`src/rtl/elevator_pkg.sv`:
```
// Shared floor-controller types and the "calls above/below" helper.
// Defining FLOOR_CTRL_ESTOP_EN adds the HALT state for the emergency stop.
package elevator_pkg;
    localparam int NUM_FLOORS = 7;

    typedef logic [2:0]            floor_t;
    typedef logic [NUM_FLOORS-1:0] calls_t;

    typedef enum logic [2:0] {
        ST_IDLE,
        ST_MOVE_UP,
        ST_MOVE_DOWN,
        ST_DOOR_OPEN
`ifdef FLOOR_CTRL_ESTOP_EN
        , ST_HALT
`endif
    } state_t;

    // True when any call lies strictly above (up=1) or strictly below (up=0) floor f.
    function automatic logic calls_beyond(calls_t c, floor_t f, logic up);
        logic hit;
        hit = 1'b0;
        for (int i = 0; i < NUM_FLOORS; i++) begin
            if (up ? (i > int'(f)) : (i < int'(f))) begin
                hit = hit | c[i];
            end
        end
        return hit;
    endfunction
endpackage

```
`src/rtl/move_timer.sv`:
```
// Loadable down-counter shared by travel and door dwell timing.
// Load wins over enable; the count holds at zero until reloaded.
module move_timer #(
    parameter int WIDTH = 7
) (
    input  logic             clk,
    input  logic             reset_n,
    input  logic             load,
    input  logic [WIDTH-1:0] load_val,
    input  logic             en,
    output logic             zero
);
    logic [WIDTH-1:0] count_q, count_d;

    always_comb begin
        count_d = count_q;
        if (load) begin
            count_d = load_val;
        end else if (en && (count_q != '0)) begin
            count_d = count_q - WIDTH'(1);
        end
    end

    always_ff @(posedge clk or negedge reset_n) begin
        if (!reset_n) begin
            count_q <= '0;
        end else begin
            count_q <= count_d;
        end
    end

    assign zero = (count_q == '0);
endmodule

```
`src/rtl/floor_controller.sv`:
```
// Seven-position elevator floor controller: latches calls, travels, dwells with the door open.
// Defining FLOOR_CTRL_ESTOP_EN adds the estop input and a HALT state that freezes progress.
module floor_controller
    import elevator_pkg::*;
#(
    parameter int TRAVEL_CYCLES = 50,
    parameter int DOOR_CYCLES   = 100
) (
    input  logic       clk,
    input  logic       reset_n,
`ifdef FLOOR_CTRL_ESTOP_EN
    input  logic       estop,
`endif
    input  logic [6:0] req,
    output logic [2:0] currentFl,
    output logic [6:0] pending,
    output logic       moving,
    output logic       dir_up,
    output logic       door_open
);
    localparam int MAX_CYC = (TRAVEL_CYCLES > DOOR_CYCLES) ? TRAVEL_CYCLES : DOOR_CYCLES;
    localparam int TW      = $clog2(MAX_CYC);
    localparam logic [TW-1:0] TRAVEL_LOAD = TW'(TRAVEL_CYCLES - 1);
    localparam logic [TW-1:0] DOOR_LOAD   = TW'(DOOR_CYCLES - 1);

    state_t  state_q, state_d, eff_state;
    floor_t  floor_q, floor_d, step_floor;
    calls_t  pending_q, pending_d, calls, remaining, clr;
    logic    dir_q, dir_d, moving_q, door_q;
    logic    ahead, behind, resolve;
    logic    tmr_load, tmr_en, tmr_zero;
    logic [TW-1:0] tmr_val;
`ifdef FLOOR_CTRL_ESTOP_EN
    state_t  saved_q, saved_d;
`endif

    move_timer #(.WIDTH(TW)) u_timer (
        .clk      (clk),
        .reset_n  (reset_n),
        .load     (tmr_load),
        .load_val (tmr_val),
        .en       (tmr_en),
        .zero     (tmr_zero)
    );

    always_comb begin
        state_d   = state_q;
        floor_d   = floor_q;
        dir_d     = dir_q;
        tmr_load  = 1'b0;
        tmr_val   = TRAVEL_LOAD;
        tmr_en    = 1'b0;
        clr       = '0;
        resolve   = 1'b0;
        eff_state = state_q;
`ifdef FLOOR_CTRL_ESTOP_EN
        saved_d = saved_q;
        // On the release edge the saved state does its normal work, so a halt costs exactly its length.
        if ((state_q == ST_HALT) && !estop) begin
            eff_state = saved_q;
        end
`endif
        calls      = pending_q | req;
        step_floor = floor_q;
        if (eff_state == ST_MOVE_UP) begin
            step_floor = floor_q + floor_t'(1);
        end else if (eff_state == ST_MOVE_DOWN) begin
            step_floor = floor_q - floor_t'(1);
        end
        // Direction decisions are taken from the floor the car is at (or just reached).
        remaining = calls & ~(calls_t'(1) << step_floor);
        ahead     = calls_beyond(remaining, step_floor, dir_q);
        behind    = calls_beyond(remaining, step_floor, !dir_q);

        case (eff_state)
            ST_IDLE: begin
                if (calls[floor_q]) begin
                    clr      = calls_t'(1) << floor_q;
                    state_d  = ST_DOOR_OPEN;
                    tmr_load = 1'b1;
                    tmr_val  = DOOR_LOAD;
                end else if (pending_q != '0) begin
                    dir_d    = calls_beyond(pending_q, floor_q, 1'b1);
                    state_d  = dir_d ? ST_MOVE_UP : ST_MOVE_DOWN;
                    tmr_load = 1'b1;
                end
            end
            ST_MOVE_UP, ST_MOVE_DOWN: begin
                if (tmr_zero) begin
                    floor_d = step_floor;
                    if (calls[step_floor]) begin
                        clr      = calls_t'(1) << step_floor;
                        state_d  = ST_DOOR_OPEN;
                        tmr_load = 1'b1;
                        tmr_val  = DOOR_LOAD;
                    end else begin
                        resolve = 1'b1;
                    end
                end else begin
                    tmr_en = 1'b1;
                end
            end
            ST_DOOR_OPEN: begin
                clr = calls_t'(1) << floor_q;
                if (req[floor_q]) begin
                    tmr_load = 1'b1;
                    tmr_val  = DOOR_LOAD;
                end else if (tmr_zero) begin
                    resolve = 1'b1;
                end else begin
                    tmr_en = 1'b1;
                end
            end
            default: ;
        endcase

        if (resolve) begin
            if (ahead) begin
                state_d  = dir_q ? ST_MOVE_UP : ST_MOVE_DOWN;
                tmr_load = 1'b1;
                tmr_val  = TRAVEL_LOAD;
            end else if (behind) begin
                dir_d    = !dir_q;
                state_d  = !dir_q ? ST_MOVE_UP : ST_MOVE_DOWN;
                tmr_load = 1'b1;
                tmr_val  = TRAVEL_LOAD;
            end else begin
                state_d = ST_IDLE;
            end
        end

`ifdef FLOOR_CTRL_ESTOP_EN
        if (estop) begin
            state_d  = ST_HALT;
            floor_d  = floor_q;
            dir_d    = dir_q;
            tmr_load = 1'b0;
            tmr_en   = 1'b0;
            clr      = '0;
            if (state_q != ST_HALT) begin
                saved_d = state_q;
            end
        end
`endif
        pending_d = calls & ~clr;
    end

    always_ff @(posedge clk or negedge reset_n) begin
        if (!reset_n) begin
            state_q   <= ST_IDLE;
            floor_q   <= '0;
            pending_q <= '0;
            dir_q     <= 1'b1;
            moving_q  <= 1'b0;
            door_q    <= 1'b0;
        end else begin
            state_q   <= state_d;
            floor_q   <= floor_d;
            pending_q <= pending_d;
            dir_q     <= dir_d;
            moving_q  <= (state_d == ST_MOVE_UP) || (state_d == ST_MOVE_DOWN);
            door_q    <= (state_d == ST_DOOR_OPEN);
        end
    end

`ifdef FLOOR_CTRL_ESTOP_EN
    always_ff @(posedge clk or negedge reset_n) begin
        if (!reset_n) begin
            saved_q <= ST_IDLE;
        end else begin
            saved_q <= saved_d;
        end
    end
`endif

    assign currentFl = floor_q;
    assign pending   = pending_q;
    assign moving    = moving_q;
    assign dir_up    = dir_q;
    assign door_open = door_q;
endmodule

```
`config.mk`:
```
export PLATFORM = sky130hd
export DESIGN_NAME = floor_controller
export DESIGN_NICKNAME = d
export VERILOG_FILES = /design/src/rtl/elevator_pkg.sv /design/src/rtl/move_timer.sv /design/src/rtl/floor_controller.sv
export SDC_FILE = /design/constraint.sdc
export NUM_CORES = 1
export LEC_CHECK = 0
export CORE_MARGIN = 3
export CORE_UTILIZATION = 24
export DETAILED_ROUTE_END_ITERATION = 8
export SLEW_MARGIN = 0
export SYNTH_ARGS = -nofsm -noshare
export SYNTH_HDL_FRONTEND = slang
export SYNTH_SLANG_ARGS = --single-unit
```
`constraint.sdc`:
```
create_clock -name clk -period 8.7 [get_ports clk]
set_clock_uncertainty 0.1 [all_clocks]
set_input_delay 2.175 -clock clk [delete_from_list [all_inputs] [get_ports clk]]
set_output_delay 2.175 -clock clk [all_outputs]
set_load 0.1 [all_outputs]
```
Word-level counts from Yosys, hierarchy flattened
Index checks and enable logic that the tools add are counted.
{ "totals": {"in_bits": 9, "output_inout_bits": 13, "elab_cells": 179, "register_bits": 23} }
{ "op_classes": {"n_shift": 2, "addsub": 3, "bitwise": 22, "order_cmp": 21, "eq_ne": 6, "reduce_logical": 10, "n_mux": 108} }
{ "op_table": {"columns": ["operator", "n"], "rows": [
  ["$mux 7", 12],
  ["$mux 1", 75],
  ["$pmux 7 s3", 2],
  ["$mux 3", 7],
  ["$gt 3x3->1 const A", 6],
  ["$or 1x1->1", 17],
  ["$and 7x7->7", 2],
  ["$not 7->7", 2],
  ["$reduce_bool 7->1", 2],
  ["$shl 1x3->7 const A", 2],
  ["$eq 3x2->1 const B", 4],
  ["$gt 2x3->1 const A", 4],
  ["$mux 2", 5],
  ["$bmux 1 s3", 3],
  ["$lt 3x3->1 const A", 3],
  ["$lt 3x4->1 const B", 2],
  ["$logic_not 7->1", 1],
  ["$or 7x7->7", 1],
  ["$sub 7x1->7 const B", 1],
  ["$eq 3x1->1 const B", 2],
  ["$gt 1x3->1 const A", 2],
  ["$lt 1x3->1 const A", 2],
  ["$lt 2x3->1 const A", 2],
  ["$pmux 3 s2", 1],
  ["other kinds (11)", 12]
]} }

Depth between registers and ports, before layout
Gate-level depths: netlist of the first run.
{ "logic_depth": {"ltp_word": 37, "ltp_mapped": 13, "ltp_nobuf": 11} }

By module
From an unflattened synthesis of the first run, not the netlist that was laid out.
{ "hier_totals": {"hier_cells": 270, "hier_area_um2": 2208.4} }
{ "by_module_without_submodules": {"columns": ["module", "n_inst", "seq_area_each_um2", "area_per_inst_um2", "cells_each"], "rows": [
  ["floor_controller", 1, 401.6, 1746.7, 218],
  ["move_timer", 1, 175.2, 461.7, 52]
]} }

Worst setup path after synthesis of the first run
Ideal clock, no wire load.
{ "synth_path": {"path_type": "register to register", "start": "register floor_q[0] (netlist: currentFl[0])", "end": "register u_timer.count_q[0]", "t_arrival_ns": 3.947, "setup_ns": 0.122, "path_stages_with_launch": 14, "path_slack_ns": 4.531, "required_time_ns": 8.478, "synth_period_minus_slack_ns": 4.169, "path_buffers": 2, "cell_sequence": "dfrtp_1 -> buf_2 -> inv_1 -> clkbuf_1 -> ha_1 -> nor4bb_4 -> a311o_1 -> nor4_2 -> a221o_1 -> o31ai_1 -> nor3_2 -> a21oi_2 -> or3_4 -> nand2b_4"} }
{ "synth_between": {"elab_chain_len": 23, "word_cells_on_any_way": 86, "classes_between": "add/sub: 2; order compare: 13; shift: 1; mux: 54; bitwise: 14; reduce/logical: 2"} }
{ "synth_rtl": {"columns": ["element", "line", "rtl"], "rows": [
  ["start: declaration", "floor_controller.sv:27", "floor_t floor_q, floor_d, step_floor;"],
  ["start signal: assignment", "floor_controller.sv:158", "floor_q <= floor_d;"],
  ["branches (longest 23 deep; another with $sub 3x1->3)", null, null],
  ["end signal: assignment", "move_timer.sv:28", "count_q <= count_d;"],
  ["end: declaration", "move_timer.sv:13", "logic [WIDTH-1:0] count_q, count_d;"]
]} }
Parallel ways; which one is timed is not known. The select of a mux whose other input is x is not followed.
A chain may end at the register's enable or synchronous reset.

Worst setup path after layout of the first run
{ "layout_path": {"start": "input port req[2]", "end": "register u_timer.count_q[1]"} }
{ "layout_between": {"elab_chain_len": 16, "word_cells_on_any_way": 53, "classes_between": "mux: 39; bitwise: 12; reduce/logical: 2"} }
{ "layout_rtl": {"columns": ["element", "line", "rtl"], "rows": [
  ["start: declaration", "floor_controller.sv:14", "input logic [6:0] req,"],
  ["$or 7x7->7", "floor_controller.sv:63", "calls = pending_q | req;"],
  ["$and 7x7->7", "floor_controller.sv:71", "remaining = calls & ~(calls_t'(1) << step_floor);"],
  ["$or 1x1->1", "elevator_pkg.sv:25", "hit = hit | c[i];"],
  ["$mux 1", "elevator_pkg.sv:24", "if (up ? (i > int'(f)) : (i < int'(f))) begin"],
  ["$or 1x1->1", "elevator_pkg.sv:25", null],
  ["$mux 1", "elevator_pkg.sv:24", null],
  ["$or 1x1->1", "elevator_pkg.sv:25", null],
  ["$mux 1", "elevator_pkg.sv:24", null],
  ["$or 1x1->1", "elevator_pkg.sv:25", null],
  ["$mux 1", "elevator_pkg.sv:24", null],
  ["$or 1x1->1", "elevator_pkg.sv:25", null],
  ["$mux 1", "elevator_pkg.sv:24", null],
  ["$mux 7 or $mux 1 (tied branches)", "floor_controller.sv:122", "end else if (behind) begin"],
  ["$mux 7 or $mux 1 (tied branches)", "floor_controller.sv:118", "if (ahead) begin"],
  ["$mux 7 or $mux 1 (tied branches)", "floor_controller.sv:117", "if (resolve) begin"],
  ["$mux 7 or $reduce_bool 2->1 (tied branches)", null, null]
]} }
Parallel ways exist; a longest one is shown, timed or not. The select of a mux whose other input is x is not followed.

==> key figures, run 1 <==
Synthesis
  – Cells after synthesis: around 260
  – Ys flop type: dfrtp_1
  – Post-synth top area share: 23.5%
  – Leading area contributor after synthesis: dfrtp_1
  – EDFF count, synth: 0
  – Flops & latches, synth: 23
  – Async S/R FF share, synth: 100%
  – Area of the mapped netlist: 0.00234 sq mm
  – Syn. warnings: 0
  – Synth unique cells: 76
  – Synthesized Nets: 274
  – Synth area leaders: dfrtp_1, ha_1, nand2_1
  – Sequential area share after synthesis: 24.7%
  – Avg Inst Size Synth: 9.07 sq um

Clock tree
  – Post-CTS sizing: 0
  – Total CTS buffers: 3
  – CTS Sinks: 23
  – CTS Buffer Depth: 2
  – CTS tree: done
  – Clk root buf: clkbuf_8
  – Hold buffers post-CTS: 0
  – CTS HTree Levels: 1
  – Worst-Skew Late Latency: roughly 0.26 ns
  – Register clock-pin slew on the reported worst setup and hold paths: 0.08 ns
  – Post-CTS setup buffers: 0

Global route
  – Vias in the first global route: 2,152
  – Gr ovfl total: 0
  – Total track usage: 12.8%
  – Initial antenna violation count: 0
  – Pin count of the biggest net entering global routing: 24
  – First-pass GRT wire length: 11,500 um

Placement
  – Port bufs: 21
  – HPWL after DPL: 5410 um
  – Inst Count DP: 396
  – Final estimated routing congestion in global placement: between 0.9 and 1
  – Setup Slack @ Placement: 3.76 ns

STA
  – Max_slew headroom: a little over 30%
  – Final hold vios: 0
  – FMAX: about 0.21 GHz
  – Post-layout min period: 4.72 ns
  – Setup_tns: 0 ns
  – Crit share post-route: 54.3%
  – Unrepaired setup endpoints after global routing: no
  – Final Max Slew Viols: 0
  – Final worst hold slack: 0.382 ns
  – Worst-Margin Slew: 1.03 ns
  – Final setup viols: 0
  – Setup ws final: ~4.0 ns

Worst setup path
  – Required time of the critical path: 8.76 ns
  – CP max-delay cell: clkdlybuf4s50_1
  – Critical Path Source Type: input port
  – CP max stage delay: 0.49 ns
  – CP max FO: 5
  – RR Startpoint: currentFl[0]
  – Crit. Startpoint: req[2]
  – Critical path type: input port to register
  – CP delay by family, top: compound AO/OA/AOI/OAI gates
  – Crit path depth: 10
  – CP Cell Sequence: clkdlybuf4s50_1 -> nor2_1 -> mux4_2 -> nand2_1 -> o21ai_0 -> a211oi_1 -> nor2_1 -> a31oi_1 -> nand2_1 -> mux2_2
  – Critical Path AT: approximately 4.8 ns
  – Bufs and invs on worst path: 1
  – Worst setup EP type: register
  – Reg2Reg Depth: 11

Detailed routing
  – DR pass1 iterations: 5
  – Post-DR vias/cell: 5.74
  – Remaining antenna violation count: 0
  – DRC Markers: 0
  – Routed Wire Length: 7240 um
  – Drt wl/cell: 18.1 um
  – DRT iter0 DRCs: 371
  – Vias after detailed routing: 2,295

Final layout
  – Final net count: 288
  – Commonest cells after routing, fill and taps aside: nand2_1, dfrtp_1, clkdlybuf4s50_1
  – Antenna cell count: 0
  – Area grow syn2layout: 14.4%
  – Fin util: 28.6%
  – Share of cells above drive strength 1: 14.0%
  – Final cell count without fillers: 400

Worst hold path
  – WHS Path Cells: 1
  – Hold WC Path Type: register to register
  – Hold Path Origin: u_timer.count_q[6]

Die
  – Num rows: 35
  – Die area: 0.0110 sq mm
  – Die width: 105 um
  – Ports: 22
  – Core Footprint: around 0.0094 sq mm
  – Die height: between 100 and 150 um
  – Initial core utilization: between 20 and 25%

Power
  – Maximum vdd ir drop: approximately 0.056 mV
  – Lkg Pwr: 0.891 nW
  – PD cells: 89.7 mW/mm^2

Job
  – Max_cap viols: 0

Run status
  – Run status: complete, no violations
-- flip-flops by register name (all words and copies together) (netlist names) --
name,cells
currentFl,3
moving,1
pending,7
door_open,1
u_timer.count_q,7
dir_up,1
eff_state,3
-- final cells by class --
class / instances / area (sq um)
multi-input combinational: 215 / 1650
sequential: 23 / 577
inverter: 8 / 30.0
fill: 1005 / 6700
clock buffer: 4 / 45.0
tap: 129 / 161
timing repair buffer: 21 / 210
-- power by group --
part	switching, mW	internal [mW]	total (mW)
Sequential	0.00870	0.115	0.123
Combinational	0.0293	0.0231	0.0524
Clock	0.0316	0.0326	0.0642
-- cell families after synthesis --
logic type	synth area share [%]
AOI/OAI and AO/OA	31.6
xor gates and xnor gates	3.26
adders and majority gates	3.74
buffers and inverters	4.71
DFF	24.7
muxes	4.55
and+or+nand+nor	27.5
-- stage by stage --
| step | power, mW | instance area [sq um] |
|---|---|---|
| 2_1_floorplan | 0.162 | 2340 |
| 5_1_grt | 0.254 | 2680 |
| 3_3_place_gp | 0.177 | 2630 |
| 3_5_place_dp | 0.178 | 2630 |
| 6_report | 0.240 | 2680 |
| 4_1_cts | 0.243 | 2680 |
-- Yosys cell counts, drive strengths merged (7+ instances only) --
cell    instances
a221oi          7
nand2          22
a21oi           8
ha              7
nand2b          8
inv             7
o31ai           7
nor3           10
nor2           21
dfrtp          22
buf             8
o21ai          15
nand3           8
-- worst reg2reg max path, stage by stage (launching register included) --
cell and delay [ns]:
dfrtp_1 0.68, inv_1 0.46, ha_1 0.54, nor4bb_4 0.22, a311o_1 0.41, nor4_2 0.34, a221o_1 0.23, o31ai_1 0.12
nor3_2 0.34, o311ai_1 0.22, nand2_1 0.14, mux2_2 0.34
-- routing by layer --
metal	GRT usage (%)	vias up	wire length [um]
met5	0	-	0
met4	4.40	0	278
met3	2.53	30	722
met2	19.9	141	3160
met1	17.7	1099	3070
li1	-	1025	-
-- worst paths after layout --
path	slack, ns	endpoint
worst max-delay path	3.98	u_timer.count_q[1]
worst min-delay path	0.38	u_timer.count_q[6]
worst max register to register	4.45	u_timer.count_q[1]
worst min register to register	0.38	u_timer.count_q[6]
max in group asynchronous	5.55	pending[6]
min in group asynchronous	2.35	u_timer.count_q[3]
(Power assumes the default switching activity.)
==> run 2, diff against run 1 <==
- clock period: 8.7 -> 4.3 ns (I/O delays scaled with it)
==> run 2 against run 1 <==
First-iteration DRC count down 51%. Clock power up 100%. Sequential share of layout area down 0.55 points. Critical path type unchanged. Largest cell class unchanged. Highest routed layer unchanged.
==> key figures, run 2 (same netlist as run 1, synthesis figures left out) <==
Run status
  – Run status: complete, no violations

Global route
  – Pin count of the biggest net entering global routing: 24
  – Vias in the first global route: between 2k and 2.5k
  – Gr ovfl total: 0
  – Total track usage: around an eighth
  – First-pass GRT wire length: 11,900 um
  – Initial antenna violation count: 0

Clock tree
  – CTS Sinks: 23
  – Hold buffers post-CTS: 0
  – CTS HTree Levels: 1
  – Register clock-pin slew on the reported worst setup and hold paths: 0.08 ns
  – CTS Buffer Depth: 2
  – Post-CTS setup buffers: 0
  – Clk root buf: clkbuf_8
  – Worst-Skew Late Latency: roughly 0.26 ns
  – CTS tree: done
  – Total CTS buffers: 3
  – Post-CTS sizing: 0

Worst setup path
  – Required time of the critical path: 4.36 ns
  – Reg2Reg Depth: 11
  – Worst setup EP type: register
  – Critical Path AT: 3.73 ns
  – CP max-delay cell: o21ai_0
  – Crit path depth: 10
  – Crit. Startpoint: req[5]
  – CP Cell Sequence: clkdlybuf4s50_1 -> or2_2 -> mux2i_1 -> o22ai_1 -> o21ai_0 -> nor4_1 -> a211oi_1 -> nand2_1 -> mux2_1 -> and3_1
  – CP delay by family, top: compound AO/OA/AOI/OAI gates
  – Worst setup path end: door_open
  – R2R Path End: u_timer.count_q[1]
  – Critical path type: input port to register
  – Critical Path Source Type: input port
  – CP max FO: 5
  – R2r setup slk: 0.73 ns
  – RR Startpoint: currentFl[1]
  – Bufs and invs on worst path: 1
  – CP max stage delay: about 0.53 ns

STA
  – Crit share post-route: a little under nine tenths
  – FMAX: 0.272 GHz
  – Worst-Margin Slew: 1.00 ns
  – Unrepaired setup endpoints after global routing: no
  – Setup ws final: 0.626 ns
  – Final hold vios: 0
  – Final worst hold slack: between 0.3 and 0.4 ns
  – Final Max Slew Viols: 0
  – Setup_tns: 0 ns
  – Final setup viols: 0
  – Max_slew headroom: about a third
  – Post-layout min period: around 3.7 ns

Final layout
  – Area of the multi-input gates: around 0.0017 sq mm
  – Antenna cell count: 0
  – # fillers: 994
  – Final net count: 298
  – Commonest cells after routing, fill and taps aside: nand2_1, dfrtp_1, nor2_1
  – Area grow syn2layout: 17.4%
  – Storage cell area: 577 sq um
  – Share of cells above drive strength 1: between 10% and 20%

Die
  – Die width: 105 um
  – Die height: about 100 um
  – Ports: 22
  – Core Footprint: 0.00937 sq mm
  – Die area: approximately 0.011 sq mm
  – Num rows: 35
  – Initial core utilization: 25.0%

Power
  – Power share of the combinational group: 22.1%
  – Clock power frac: 26.9%
  – NetSw: between 0.1 and 0.15 mW
  – PD cells: 178 mW/mm^2
  – Sw Share: 29.1%
  – Maximum vdd ir drop: 0.104 mV
  – Internal power: about 0.35 mW
  – Reg power frac: between 50 and 60%
  – Lkg Pwr: 0.945 nW

Job
  – Max_cap viols: 0

Detailed routing
  – Drt wl/cell: 17.4 um
  – Vias after detailed routing: between 2k and 2.5k
  – DRC Markers: 0
  – Remaining antenna violation count: 0
  – DRT iter0 DRCs: 181
  – Routed Wire Length: 7130 um
  – Post-DR vias/cell: 5.39
  – DR pass1 iterations: 4

Placement
  – HPWL after DPL: 5530 um
  – Port bufs: 21
  – Final estimated routing congestion in global placement: approximately 0.95
  – Setup Slack @ Placement: 0.378 ns

Worst hold path
  – Hold WC Path Type: register to register
-- run 2: stage by stage --
step,std cells,power [mW],util (%),cell area [sq um]
2_1_floorplan,258,0.328,-,2340
3_3_place_gp,406,0.361,28.8,2700
3_5_place_dp,406,0.361,28.8,2700
4_1_cts,410,0.496,29.3,2750
5_1_grt,410,0.517,29.3,2750
6_report,410,0.488,29.3,2750
-- run 2: cell type report --
cell class	instances	area share, %
clock buffer	4	1.64
inverter	8	1.09
multi-input combinational	215	60.2
sequential	23	21.0
tap	129	5.88
timing repair buffer	31	10.2
-- run 2: power by group through the flow --
| stage | clock network [mW] | registers [mW] | logic, mW |
|---|---|---|---|
| final | 0.131 | 0.249 | 0.108 |
| after global routing | 0.144 | 0.252 | 0.121 |
| after CTS | 0.138 | 0.249 | 0.109 |
| after floorplan | 0 | 0.258 | 0.0697 |
| after global placement | 0 | 0.253 | 0.108 |
| after detailed placement | 0 | 0.253 | 0.108 |
-- run 2: worst reg2reg max path, delay by kind of cell (launching register included) --
family / cells / cell delay (ns)
and+or+nand+nor: 3 / 0.65
DFF: 1 / 0.39
buffers and inverters: 1 / 0.20
AOI/OAI and AO/OA: 5 / 1.48
adders and majority gates: 1 / 0.37
muxes: 1 / 0.28
-- run 2: worst min-delay path by stage --
| stage | start | endpoint | cells after the start |
|---|---|---|---|
| finish | u_timer.count_q[6] | u_timer.count_q[6] | 1 |
| global route | u_timer.count_q[6] | u_timer.count_q[6] | 1 |
| CTS | u_timer.count_q[6] | u_timer.count_q[6] | 1 |
| detailed placement | u_timer.count_q[6] | u_timer.count_q[6] | 1 |
| global placement | u_timer.count_q[6] | u_timer.count_q[6] | 1 |
| floorplan | u_timer.count_q[6] | u_timer.count_q[6] | 1 |
-- run 2: routing by layer --
layer  global-route usage [%]  vias up  share of wire (%)
met1                     18.6     1051                 45
li1                         -     1052                  -
met2                     19.8       89                 45
met3                     2.41       17                7.1
met5                        0        -                  0
met4                     5.44        0                2.9
